## config.mk

```make
export PLATFORM = sky130hd
export DESIGN_NAME = spi_rx_check
export DESIGN_NICKNAME = d
export VERILOG_FILES = /design/src/rtl/spi_rx_check_pkg.sv /design/src/rtl/spi_rx_check_sync2.sv /design/src/rtl/spi_rx_check.sv
export SDC_FILE = /design/constraint.sdc
export NUM_CORES = 1
export LEC_CHECK = 0
export CORE_MARGIN = 2
export CORE_UTILIZATION = 36
export CTS_CLUSTER_SIZE = 12
export DETAILED_ROUTE_END_ITERATION = 7
export PLACE_DENSITY_LB_ADDON = 0.25
export SETUP_SLACK_MARGIN = 0.3
export SLEW_MARGIN = 20
export SYNTH_ARGS = -nofsm -noshare
export SYNTH_HDL_FRONTEND = slang
export SYNTH_SLANG_ARGS = --single-unit
```

## constraint.sdc

```tcl
create_clock -name clk -period 2.68 [get_ports clk]
set_input_delay 0.402 -clock clk [delete_from_list [all_inputs] [get_ports clk]]
set_output_delay 0.402 -clock clk [all_outputs]
set_load 0.02 [all_outputs]
```

## src/rtl/spi_rx_check_pkg.sv

```systemverilog
// Shared defaults, FSM encoding and SETTLE timing for the SPI receive-checker.
`timescale 1ns/1ps
package spi_rx_check_pkg;

    localparam int unsigned W_DEF      = 64;
    localparam int unsigned CW_DEF     = 16;
    localparam int unsigned SETTLE_LEN = 2;
    localparam int unsigned SETTLE_CW  = 2;

    typedef enum logic [1:0] {
        ST_IDLE    = 2'd0,
        ST_ACTIVE  = 2'd1,
        ST_SETTLE  = 2'd2,
        ST_COMPARE = 2'd3
    } state_e;

endpackage

```

## src/rtl/spi_rx_check_sync2.sv

```systemverilog
// Two-flop synchroniser for the asynchronous SPI frame strobe; resets to the idle-high level.
`timescale 1ns/1ps
module spi_rx_check_sync2 (
    input  logic clk,
    input  logic clr_n,
    input  logic d,
    output logic q
);

    logic meta;

    always_ff @(posedge clk or negedge clr_n) begin
        if (!clr_n) begin
            meta <= 1'b1;
            q    <= 1'b1;
        end else begin
            meta <= d;
            q    <= meta;
        end
    end

endmodule

```

## src/rtl/spi_rx_check.sv

```systemverilog
// Compares each received SPI frame against the expected word and keeps frame/error statistics.
// Optional feature: define SPI_RX_CHECK_BITERR_EN to add the accumulated bit-error counter.
`timescale 1ns/1ps
module spi_rx_check
    import spi_rx_check_pkg::*;
#(
    parameter int unsigned W  = W_DEF,
    parameter int unsigned CW = CW_DEF
) (
    input  logic          clk,
    input  logic          clr_n,
    input  logic          load,
    input  logic [W-1:0]  rx_dat,
    input  logic [W-1:0]  exp_dat,
    input  logic          clr_cnt,
    output logic [CW-1:0] frame_cnt,
    output logic [CW-1:0] err_cnt,
    output logic          frame_ok,
    output logic          err_sticky,
    output logic          done,
    output logic          busy
`ifdef SPI_RX_CHECK_BITERR_EN
    ,
    output logic [CW-1:0] biterr_cnt
`endif
);

    localparam logic [CW-1:0] CNT_MAX = '1;

    state_e               state_q;
    state_e               state_d;
    logic                 load_s2;
    logic                 load_s3;
    logic [1:0]           fill;
    logic                 armed;
    logic                 rise_c;
    logic                 fall_c;
    logic                 match_c;
    logic [SETTLE_CW-1:0] settle_cnt;
    logic [W-1:0]         rx_q;
    logic [W-1:0]         exp_q;

    spi_rx_check_sync2 u_sync2 (
        .clk   (clk),
        .clr_n (clr_n),
        .d     (load),
        .q     (load_s2)
    );

    // Third flop for edge detection; fill/armed suppress the fake fall a reset-to-high synchroniser
    // would show when load is already low at reset release.
    always_ff @(posedge clk or negedge clr_n) begin
        if (!clr_n) begin
            load_s3 <= 1'b1;
            fill    <= 2'd0;
            armed   <= 1'b0;
        end else begin
            load_s3 <= load_s2;
            if (fill != 2'd2) begin
                fill <= fill + 2'd1;
            end
            if (fill == 2'd2 && load_s2) begin
                armed <= 1'b1;
            end
        end
    end

    assign rise_c  = load_s2 & ~load_s3;
    assign fall_c  = load_s3 & ~load_s2;
    assign match_c = (rx_q == exp_q);

    always_ff @(posedge clk or negedge clr_n) begin
        if (!clr_n) begin
            state_q <= ST_IDLE;
        end else begin
            state_q <= state_d;
        end
    end

    always_comb begin
        state_d = state_q;
        case (state_q)
            ST_IDLE:    if (fall_c && armed) state_d = ST_ACTIVE;
            ST_ACTIVE:  if (rise_c) state_d = ST_SETTLE;
            ST_SETTLE:  if (settle_cnt == SETTLE_CW'(SETTLE_LEN - 1)) state_d = ST_COMPARE;
            ST_COMPARE: state_d = load_s2 ? ST_IDLE : ST_ACTIVE;
            default:    state_d = ST_IDLE;
        endcase
    end

    // Settle timer and data capture on the way into COMPARE.
    always_ff @(posedge clk or negedge clr_n) begin
        if (!clr_n) begin
            settle_cnt <= '0;
            rx_q       <= '0;
            exp_q      <= '0;
        end else begin
            settle_cnt <= (state_q == ST_SETTLE) ? settle_cnt + SETTLE_CW'(1) : '0;
            if (state_q == ST_SETTLE && state_d == ST_COMPARE) begin
                rx_q  <= rx_dat;
                exp_q <= exp_dat;
            end
        end
    end

    // Result and statistics; a counter clear beats a simultaneous compare update.
    always_ff @(posedge clk or negedge clr_n) begin
        if (!clr_n) begin
            frame_cnt  <= '0;
            err_cnt    <= '0;
            frame_ok   <= 1'b1;
            err_sticky <= 1'b0;
            done       <= 1'b0;
            busy       <= 1'b0;
        end else begin
            done <= (state_q == ST_COMPARE);
            busy <= (state_d == ST_ACTIVE);
            if (state_q == ST_COMPARE) begin
                frame_ok <= match_c;
            end
            if (clr_cnt) begin
                frame_cnt  <= '0;
                err_cnt    <= '0;
                err_sticky <= 1'b0;
            end else if (state_q == ST_COMPARE) begin
                if (frame_cnt != CNT_MAX) begin
                    frame_cnt <= frame_cnt + CW'(1);
                end
                if (!match_c) begin
                    err_sticky <= 1'b1;
                    if (err_cnt != CNT_MAX) begin
                        err_cnt <= err_cnt + CW'(1);
                    end
                end
            end
        end
    end

`ifdef SPI_RX_CHECK_BITERR_EN
    localparam int unsigned PW = $clog2(W + 1);
    localparam int unsigned SW = ((CW > PW) ? CW : PW) + 1;

    function automatic logic [PW-1:0] popcount(input logic [W-1:0] v);
        logic [PW-1:0] n;
        n = '0;
        for (int i = 0; i < W; i++) begin
            n = n + PW'(v[i]);
        end
        return n;
    endfunction

    logic [SW-1:0] bit_sum_c;
    assign bit_sum_c = SW'(biterr_cnt) + SW'(popcount(rx_q ^ exp_q));

    always_ff @(posedge clk or negedge clr_n) begin
        if (!clr_n) begin
            biterr_cnt <= '0;
        end else if (clr_cnt) begin
            biterr_cnt <= '0;
        end else if (state_q == ST_COMPARE) begin
            biterr_cnt <= (bit_sum_c > SW'(CNT_MAX)) ? CNT_MAX : CW'(bit_sum_c);
        end
    end
`endif

endmodule

```

==> flow_summary_export.csv, run 1 <==
group,metric,value,unit
setup_path,critical_path_arrival,2.55,ns
setup_path,cp-start-kind,"flip-flop",
timing,slew_violations,0,
logic_synthesis,synthArstFlopShare,1.000,
cts,holdBufCountCts,0,
floorplan,die_x,149.5,µm
logic_synthesis,synth.most_common_cell,"dfrtp_1",
cts,post-cts-setup-buffer-count,0,
detailed_routing,first_pass_iters,4,
setup_path,end_kind,"flip-flop",
logic_synthesis,synth_top_area_share,0.5582,
timing,slew_headroom,0.5452,
timing,clock.fmax,451.5,MHz
placed_design,routabilityCongestion,0.7899,
logic_synthesis,yosys_warnings,0,
global_routing,first_global_vias,5480,
timing,fin_hold_ws,0.003804,ns
setup_path,critPathKind,"reg -> reg",
logic_synthesis,synth_largest_area_cell,"dfrtp_1",
cts,clock_path_buffers,2,
power_and_ir_drop,power_switching,2.455,mW
detailed_routing,routed_wl,16.54,mm
detailed_routing,drt_iter0_drc,143,
timing,worst_slew_pin_slew,0.6822,ns
setup_path,worst-path-buf-inv,3,
floorplan,coreArea,20890,µm²
logic_synthesis,synth_cells,576,
logic_synthesis,ys.flop_type,"dfrtp_1",
setup_path,cpLargestDelayFamily,"simple AND/OR/NAND/NOR gates",
timing,layout_min_cycle_time,2.215,ns
job,cap_viol_max_count,0,
global_routing,gr-total-overflow,0,
cts,numCtsBuffers,17,
setup_path,critPathMaxFanout,15,
power_and_ir_drop,pwr-share-seq,0.456,
logic_synthesis,yosys-top-cells-count,"dfrtp_1 (170), mux2_2 (133), xor2_1 (74)",
cells_and_area,fin_nets,894,
logic_synthesis,syn_area,7621,µm²
timing,finClkSkew,0.01280,ns
logic_synthesis,synth_edf_count,0,
cts,numClockSinks,174,
placed_design,port_buffers,167,
floorplan,ios,168,
power_and_ir_drop,vdd_ir_drop_max,0.0004488,V
logic_synthesis,synth_fp_nets,712,
setup_path,worstPathRequired,3.01,ns
logic_synthesis,syn-mean-instance-area,13.23,µm²
detailed_routing,vias,4986,
power_and_ir_drop,power.leakage,4.819,nW
global_routing,grt_pass1_wl,27.24,mm
setup_path,critical-path-slowest-cell,"dfrtp_1",
worst_hold_path,hp-class,"in -> async",
cells_and_area,antennaDiodeCount,0,
logic_synthesis,ys_types,40,
run_status,outcome,"complete, no violations",
cts,clk_pin_slew,0.07,ns
global_routing,grt_max_degree,73,
timing,fin_tns_setup,0,ns
detailed_routing,avgRoutedWirePerCell,15.82,µm
cts,clock_latency,0.42,ns
setup_path,path_cells,"xor2_1, nor4_2, buf_4, nand4_1, nor4_4, buf_6, buf_6, o21ai_0, a21oi_1",
power_and_ir_drop,power.internal,6.073,mW
cts,cts_max_level,4,
timing,rsz0062_at_grt,"no",
global_routing,grt_antenna_before_repair,0,
detailed_routing,viasPerCell,4.771,
timing,setup_viol,0,
power_and_ir_drop,pwr-share-clk,0.284,
logic_synthesis,seq_area_frac_synth,0.5720,
logic_synthesis,yosys_register_bits,174,
floorplan,start_util,0.3648,
timing,hold_viol_final,0,
timing,fin_crit_sh,0.8265,
floorplan,die_h,149.5,µm
global_routing,grt_usage,0.1551,
setup_path,critical-path-max-stage-delay,0.40,ns
floorplan,rows,53,
detailed_routing,drc,0,
cells_and_area,final_layout_size_suffix_gt1_frac,0.2558,
placed_design,place_hpwl,12.36,mm
logic_synthesis,ys_top_cells_by_area,"dfrtp_1 (56%), mux2_2 (20%), xor2_1 (8.5%)",
power_and_ir_drop,pwr-share-comb,0.260,
floorplan,die_area,22350,µm²
cts,cts_tree,"yes",
cts,cts_root_buffer,"clkbuf_16",
detailed_routing,drtAntennaViolNets,0,
setup_path,cp_common_cell,"buf_6",
cells_and_area,area_delta_synth_final,36.32,%
power_and_ir_drop,power_density,820.9,nW/µm²
power_and_ir_drop,p_sw_frac,0.2879,
worst paths after layout:
check	slack, ns	startpoint	cells after the start	endpoint
worst max-delay path	0.46	exp_q[36]$_DFFE_PN0P_	9	err_cnt[7]$_DFFE_PN0P_
worst min-delay path	0.004	clr_n	1	frame_cnt[10]$_DFFE_PN0P_
worst max register to register	0.46	exp_q[36]$_DFFE_PN0P_	9	err_cnt[7]$_DFFE_PN0P_
worst min register to register	0.37	u_sync2.meta$_DFF_PN1_	0	u_sync2.q$_DFF_PN1_
max in group asynchronous	1.90	clr_n	2	frame_ok$_DFFE_PN1N_
min in group clk	0.37	u_sync2.meta$_DFF_PN1_	0	u_sync2.q$_DFF_PN1_
timing repair:
item	in CTS	in global routing
endpoints found under the setup margin	17	17
pin swaps	0	1
resized for setup	4	5
cell type report:
cell class,count,area (µm²)
Timing Repair Buffer,183,1876
Inverter,7,26.28
Clock buffer,19,452.9
Clock inverter,12,126.4
Multi-Input combinational cell,375,3204
Fill cell,1870,10500
Sequential cell,174,4359
Tap cell,275,344.1
power by group through the flow:
stage / clock network (mW) / registers [mW] / logic, mW
after floorplan: 0 / 3.86 / 1.36
after global placement: 0 / 3.90 / 2.09
after detailed placement: 0 / 3.95 / 2.14
after CTS: 2.50 / 3.90 / 2.23
after global routing: 2.61 / 4.00 / 2.45
final: 2.42 / 3.89 / 2.22
layout by cell type, fill, tap and decap left out, drive strengths merged, types with 8 or more instances in the layout:
| cell type | Yosys | layout |
|---|---|---|
| mux2 | 135 | 135 |
| clkbuf | 15 | 19 |
| inv | 6 | 13 |
| buf | 5 | 17 |
| nor2b | 8 | 8 |
| nand2 | 17 | 17 |
| nor4 | 18 | 18 |
| clkdlybuf4s50 | 0 | 166 |
| nand4 | 9 | 9 |
| nand3 | 14 | 14 |
| dfrtp | 170 | 170 |
| a21oi | 10 | 10 |
| nor2 | 32 | 32 |
| xor2 | 74 | 74 |
stage by stage:
step | util | setup WS, ns | total power [mW] | cells | cell area (µm²)
3_5_place_dp | 0.4670 | 0.1209 | 6.089 | 1014 | 9756
4_1_cts | 0.4961 | 0.3191 | 8.631 | 1045 | 10360
5_1_grt | 0.4973 | 0.3305 | 9.052 | 1045 | 10390
3_3_place_gp | 0.4670 | 0.07634 | 5.984 | 1014 | 9756
6_report | 0.4973 | 0.4649 | 8.528 | 1045 | 10390
2_1_floorplan | - | 0.6460 | 5.219 | 576 | 7621
flip-flops by register name, indices dropped and copies added (netlist names):
signal and cells:
settle_cnt 2, state_q 2, fill 2, u_sync2.q 1
busy 1, armed 1, load_s3 1, err_sticky 1
rx_q 64, exp_q 64, frame_cnt 16, frame_ok 1
u_sync2.meta 1, done 1, err_cnt 16
per-layer routing:
metal | GRT usage | part of all wire | wire, µm | vias up
met5 | 0 | 0 | 0 | -
met4 | 0.03905 | 0.012 | 205 | 0
met1 | 0.1973 | 0.43 | 7184 | 2438
met2 | 0.2470 | 0.47 | 7736 | 154
li1 | - | - | - | 2379
met3 | 0.06280 | 0.085 | 1409 | 15
logic make-up (layout without fill, tap and decap cells):
group           count (synthesis)  count (layout)  share of synthesized area
mux                           137             137                     0.2031
compound gates                 26              26                    0.02118
xor+xnor                       80              80                    0.09194
simple gates                  128             128                    0.09063
fa+ha+maj                       4               4                   0.006567
flops                         174             174                     0.5720
buf+inv                        27             221                    0.01461
(Power assumes the default switching activity.)
==> inputs of run 2 (changes only) <==
clock period = 2.15 ns   (was 2.68 ns; I/O delays follow)
==> run 2 against run 1 <==
Net effect: the flow now finishes with violations (negative setup slack); worst hold slack gained 0.33 ns; global-route usage grew 0.65 points; clock skew shrank 0.0011 ns; design area grew 2.3%; via count grew 3.7%; combinational power grew 32%; final cell count grew 2.3%; critical endpoint is now err_cnt[13]$_DFFE_PN0P_; highest routed layer unchanged.
==> flow_summary_export.csv, run 2 (same netlist as run 1, synthesis figures left out) <==
group,metric,value,unit
global_routing,grt_antenna_before_repair,0,
setup_path,worstReg2RegStart,"exp_q[61]$_DFFE_PN0P_",
placed_design,dp_slack,-0.1984,ns
detailed_routing,drtAntennaViolNets,0,
cts,clock_latency,0.42,ns
timing,slew_headroom,0.5865,
cells_and_area,multi_input_area,3283,µm²
setup_path,rrSetupSlack,-0.09,ns
global_routing,grt_max_degree,63,
cells_and_area,reg.largest.list,"exp_q (64), rx_q (64)",
timing,rsz0062_at_grt,"yes",
floorplan,die_h,149.5,µm
setup_path,worst-path-buf-inv,2,
worst_hold_path,hp-class,"in -> reg",
setup_path,cpLargestDelayFamily,"simple AND/OR/NAND/NOR gates",
cells_and_area,final_cell_mix,"dfrtp_1 (166), clkdlybuf4s50_1 (152), mux2_2 (133)",
global_routing,grt_pass1_wl,28.01,mm
setup_path,end_kind,"flip-flop",
cells_and_area,antennaDiodeCount,0,
setup_path,reg2reg_depth,8,
timing,slew_violations,0,
setup_path,critical-path-slowest-cell,"dfrtp_1",
cells_and_area,final_layout_size_suffix_gt1_frac,0.2997,
cts,cts_tree,"yes",
worst_hold_path,hp-start,"load",
global_routing,gr-total-overflow,0,
setup_path,timing.rr.end,"err_cnt[13]$_DFFE_PN0P_",
cells_and_area,fin_cells,1069,
detailed_routing,viasPerCell,4.837,
timing,fin_crit_sh,1.040,
floorplan,die_area,22350,µm²
cts,cts_max_level,4,
cts,numCtsBuffers,17,
timing,fin_hold_ws,0.3309,ns
placed_design,dp_cells,1024,
timing,fin_tns_setup,-0.7266,ns
detailed_routing,drt_iter0_drc,224,
power_and_ir_drop,finalPower,10.63,mW
setup_path,cp-start-kind,"flip-flop",
cells_and_area,design_area,10630,µm²
worst_hold_path,worstHoldEndpoint,"u_sync2.meta$_DFF_PN1_",
placed_design,routabilityCongestion,0.7801,
cts,numClockSinks,174,
cells_and_area,fin_util,0.5090,
setup_path,critPathMaxFanout,17,
global_routing,grt_usage,0.1615,
power_and_ir_drop,power_density,999.7,nW/µm²
cells_and_area,final_common_cell,"dfrtp_1",
power_and_ir_drop,power.leakage,5.122,nW
detailed_routing,avgRoutedWirePerCell,16.12,µm
timing,setup_ws,-0.08620,ns
timing,clock.fmax,447.2,MHz
worst_hold_path,holdPathStages,1,
floorplan,rows,53,
cells_and_area,fin_nets,917,
detailed_routing,routed_wl,17.23,mm
run_status,outcome,"finished with violations",
placed_design,placed_cell_area,9872,µm²
floorplan,start_util,0.3648,
cts,clk_pin_slew,0.06,ns
setup_path,worstPathRequired,2.45,ns
cts,cts_root_buffer,"clkbuf_16",
power_and_ir_drop,vdd_ir_drop_max,0.0004988,V
setup_path,critical-path-max-stage-delay,0.40,ns
detailed_routing,first_pass_iters,4,
detailed_routing,vias,5171,
timing,setup_viol,15,
cells_and_area,regArea,4364,µm²
setup_path,critPathKind,"reg -> reg",
timing,hold_viol_final,0,
timing,finClkSkew,0.01172,ns
global_routing,first_global_vias,5491,
floorplan,ios,168,
cells_and_area,nFillCells,1816,
timing,worst_slew_pin_slew,0.6203,ns
cts,clock_path_buffers,2,
floorplan,die_x,149.5,µm
setup_path,path_cells,"xor2_1, nor4_2, buf_4, nand4_1, nor4_4, buf_12, nor3_2, mux2_4",
cells_and_area,area_delta_synth_final,39.50,%
placed_design,port_buffers,167,
floorplan,coreArea,20890,µm²
timing,layout_min_cycle_time,2.236,ns
job,cap_viol_max_count,0,
placed_design,place_hpwl,12.86,mm
detailed_routing,drc,0,
run_status,violations,"negative setup slack",
setup_path,critical_path_arrival,2.54,ns
run 2: changes by cell type in the layout (fill, tap and decap cells not counted), moves of 3 or more:
cell | previous run | this run
dlygate4sd2_1 | 0 | 3
dfrtp_2 | 0 | 4
nand2_2 | 0 | 3
nand2_1 | 17 | 14
dlymetal6s2s_1 | 0 | 11
buf_4 | 8 | 31
dfrtp_1 | 170 | 166
clkdlybuf4s50_1 | 166 | 152
run 2: how the worst max path moves through the flow:
stage | start | end | slack (ns) | depth (start not counted)
after floorplan | exp_q[5]$_DFFE_PN0P_ | err_cnt[0]$_DFFE_PN0P_ | 0.17 | 7
after global placement | exp_q[50]$_DFFE_PN0P_ | err_cnt[13]$_DFFE_PN0P_ | -0.14 | 7
after detailed placement | exp_q[61]$_DFFE_PN0P_ | err_cnt[6]$_DFFE_PN0P_ | -0.20 | 8
after CTS | exp_q[5]$_DFFE_PN0P_ | err_cnt[6]$_DFFE_PN0P_ | -0.11 | 8
after global routing | exp_q[32]$_DFFE_PN0P_ | err_cnt[13]$_DFFE_PN0P_ | -0.20 | 8
final | exp_q[61]$_DFFE_PN0P_ | err_cnt[13]$_DFFE_PN0P_ | -0.09 | 8
run 2: cell type report:
type                            count  share of cell area
Timing Repair Buffer              206              0.1948
Clock buffer                       21             0.04331
Clock inverter                     11            0.007767
Sequential cell                   174              0.4105
Multi-Input combinational cell    375              0.3088
Inverter                            7            0.002471
Tap cell                          275             0.03236
run 2: what timing repair did:
action	4_1_cts	5_1_grt
hold endpoints to repair	51	0
hold buffers	1	0
buffers inserted	7	5
pin swaps	9	6
setup endpoints to repair	28	41
resized for setup	13	23
run 2: power breakdown:
| group | total [mW] | leakage (nW) | switching [mW] | internal (mW) |
|---|---|---|---|---|
| combinational | 2.94 | 2.54 | 1.16 | 1.78 |
| sequential | 4.85 | 2.31 | 0.623 | 4.23 |
| clock | 2.84 | 0.265 | 1.28 | 1.55 |
| total | 10.6 | 5.12 | 3.06 | 7.56 |
run 2: worst register-to-register path: stages, from the launching register on:
cell	delay [ns]
dfrtp_1	0.40
xor2_1	0.18
nor4_2	0.32
buf_4	0.17
nand4_1	0.24
nor4_4	0.28
buf_12	0.19
nor3_2	0.06
mux2_4	0.29
run 2: per-layer routing:
| metal | global-route usage | share of wire |
|---|---|---|
| met1 | 0.1997 | 0.42 |
| met2 | 0.2649 | 0.49 |
| met3 | 0.05762 | 0.083 |
| met4 | 0.05095 | 0.014 |
| met5 | 0 | 0 |
==> inputs of run 3 (changes only) <==
SKIP_LAST_GASP = 1   (was unset)
==> run 3 against run 2 <==
Net effect: core utilization down 0.054 points; worst hold slack about the same; total power down 0.10%; global-route usage about the same; first-iteration DRC count down 1.8%; the run still ends with negative setup slack left; combinational power about the same; clock power about the same; final cell count unchanged; register-to-register slack about the same; die area unchanged; sequential share of layout area about the same; sequential cell count unchanged.
==> flow_summary_export.csv, run 3 (same netlist as run 1, synthesis figures left out) <==
group,metric,value,unit
detailed_routing,drtAntennaViolNets,0,
floorplan,ios,168,
detailed_routing,first_pass_iters,4,
setup_path,worstPathRequired,2.45,ns
setup_path,reg2reg_depth,8,
run_status,violations,"negative setup slack",
setup_path,rrSetupSlack,-0.09,ns
placed_design,place_hpwl,12.86,mm
cells_and_area,fin_util,0.5084,
global_routing,grt_antenna_before_repair,0,
setup_path,critPathMaxFanout,17,
cts,numCtsBuffers,17,
detailed_routing,vias,5180,
cells_and_area,fin_nets,917,
global_routing,grt_pass1_wl,28.01,mm
timing,rsz0062_at_grt,"yes",
timing,slew_headroom,0.5868,
cts,numClockSinks,174,
power_and_ir_drop,power.leakage,5.135,nW
floorplan,rows,53,
cells_and_area,nFillCells,1816,
placed_design,port_buffers,167,
cells_and_area,regArea,4364,µm²
timing,setup_ws,-0.08532,ns
setup_path,path_cells,"xor2_1, nor4_2, buf_4, nand4_1, nor4_4, buf_12, nor3_2, mux2_4",
floorplan,start_util,0.3648,
placed_design,routabilityCongestion,0.7801,
placed_design,dp_slack,-0.1984,ns
detailed_routing,avgRoutedWirePerCell,16.10,µm
worst_hold_path,holdPathStages,1,
setup_path,critical-path-slowest-cell,"dfrtp_1",
global_routing,grt_max_degree,63,
setup_path,timing.rr.end,"err_cnt[13]$_DFFE_PN0P_",
timing,slew_violations,0,
cells_and_area,reg.largest.list,"exp_q (64), rx_q (64)",
cells_and_area,final_layout_size_suffix_gt1_frac,0.2960,
timing,clock.fmax,447.4,MHz
timing,setup_viol,15,
run_status,outcome,"finished with violations",
worst_hold_path,worstHoldEndpoint,"u_sync2.meta$_DFF_PN1_",
global_routing,first_global_vias,5489,
cts,cts_max_level,4,
cts,cts_root_buffer,"clkbuf_16",
timing,layout_min_cycle_time,2.235,ns
global_routing,grt_usage,0.1616,
detailed_routing,routed_wl,17.22,mm
cells_and_area,antennaDiodeCount,0,
setup_path,critical-path-max-stage-delay,0.40,ns
worst_hold_path,hp-class,"in -> reg",
placed_design,dp_cells,1024,
floorplan,die_h,149.5,µm
floorplan,coreArea,20890,µm²
setup_path,end_kind,"flip-flop",
timing,hold_viol_final,0,
cells_and_area,multi_input_area,3268,µm²
cts,cts_tree,"yes",
cts,clk_pin_slew,0.06,ns
cells_and_area,final_cell_mix,"dfrtp_1 (166), clkdlybuf4s50_1 (152), mux2_2 (133)",
timing,fin_crit_sh,1.040,
detailed_routing,viasPerCell,4.846,
cells_and_area,fin_cells,1069,
setup_path,critPathKind,"reg -> reg",
global_routing,gr-total-overflow,0,
floorplan,die_area,22350,µm²
timing,finClkSkew,0.01120,ns
setup_path,critical_path_arrival,2.54,ns
worst_hold_path,hp-start,"load",
setup_path,worstReg2RegStart,"exp_q[61]$_DFFE_PN0P_",
setup_path,cp-start-kind,"flip-flop",
cells_and_area,area_delta_synth_final,39.35,%
power_and_ir_drop,power_density,999.7,nW/µm²
detailed_routing,drc,0,
timing,worst_slew_pin_slew,0.6199,ns
floorplan,die_x,149.5,µm
cts,clock_latency,0.42,ns
power_and_ir_drop,vdd_ir_drop_max,0.0005000,V
detailed_routing,drt_iter0_drc,220,
cells_and_area,final_common_cell,"dfrtp_1",
job,cap_viol_max_count,0,
cts,clock_path_buffers,2,
==> run 3: cell count changes in the layout (fill, tap and decap cells not counted), sizes merged <==
cell          delta
dlygate4sd2      -1
dlymetal6s2s     +1
==> run 3: how the worst max path moves through the flow <==
stage                     startpoint                 endpoint  slack, ns
5_1_grt        exp_q[32]$_DFFE_PN0P_  err_cnt[13]$_DFFE_PN0P_      -0.20
3_5_place_dp   exp_q[61]$_DFFE_PN0P_   err_cnt[6]$_DFFE_PN0P_      -0.20
4_1_cts        exp_q[40]$_DFFE_PN0P_   err_cnt[6]$_DFFE_PN0P_      -0.11
2_1_floorplan   exp_q[5]$_DFFE_PN0P_   err_cnt[0]$_DFFE_PN0P_       0.17
6_report       exp_q[61]$_DFFE_PN0P_  err_cnt[13]$_DFFE_PN0P_      -0.09
3_3_place_gp   exp_q[50]$_DFFE_PN0P_  err_cnt[13]$_DFFE_PN0P_      -0.14
==> run 3: through the flow <==
step | TNS [ns] | hold slack [ns] | area [µm²] | power (mW)
2_1_floorplan | 0 | 0.02691 | 7662 | 6.510
3_3_place_gp | -1.219 | 0.3434 | 9872 | 7.660
3_5_place_dp | -2.264 | 0.3500 | 9872 | 7.799
4_1_cts | -1.112 | 0.3081 | 10520 | 10.80
5_1_grt | -2.809 | 0.3102 | 10620 | 11.32
6_report | -0.7850 | 0.3305 | 10620 | 10.62
==> run 3: routing by layer <==
layer | routed length (µm) | up-vias | global-route usage
met2 | 8378 | 152 | 0.2651
li1 | - | 2425 | -
met5 | 0 | - | 0
met3 | 1457 | 15 | 0.05762
met1 | 7132 | 2588 | 0.1997
met4 | 246 | 0 | 0.05095
==> run 3: power breakdown <==
| part | total (mW) | internal, mW | switching, mW |
|---|---|---|---|
| combinational | 2.93 | 1.78 | 1.15 |
| clock | 2.84 | 1.55 | 1.28 |
| sequential | 4.85 | 4.23 | 0.622 |
==> run 3: worst max-delay path: cells and delay by family, from the launching register on <==
family / cells / cell delay (ns)
xor+xnor: 1 / 0.18
mux: 1 / 0.29
buf+inv: 2 / 0.36
flops: 1 / 0.40
simple gates: 4 / 0.90
==> run 3: area by class of cell <==
class                      count  area share
sequential                   174      0.4109
multi-input combinational    375      0.3077
timing repair buffer         206      0.1953
clock buffer                  21     0.04336
tap                          275     0.03240
clock inverter                11    0.007776
inverter                       7    0.002474
==> run 3: what timing repair did <==
item,4_1_cts,5_1_grt
hold buffers,1,0
pin swaps,8,6
resized for setup,11,21
setup endpoints to repair,28,42
hold endpoints to repair,51,0
buffers inserted,7,5
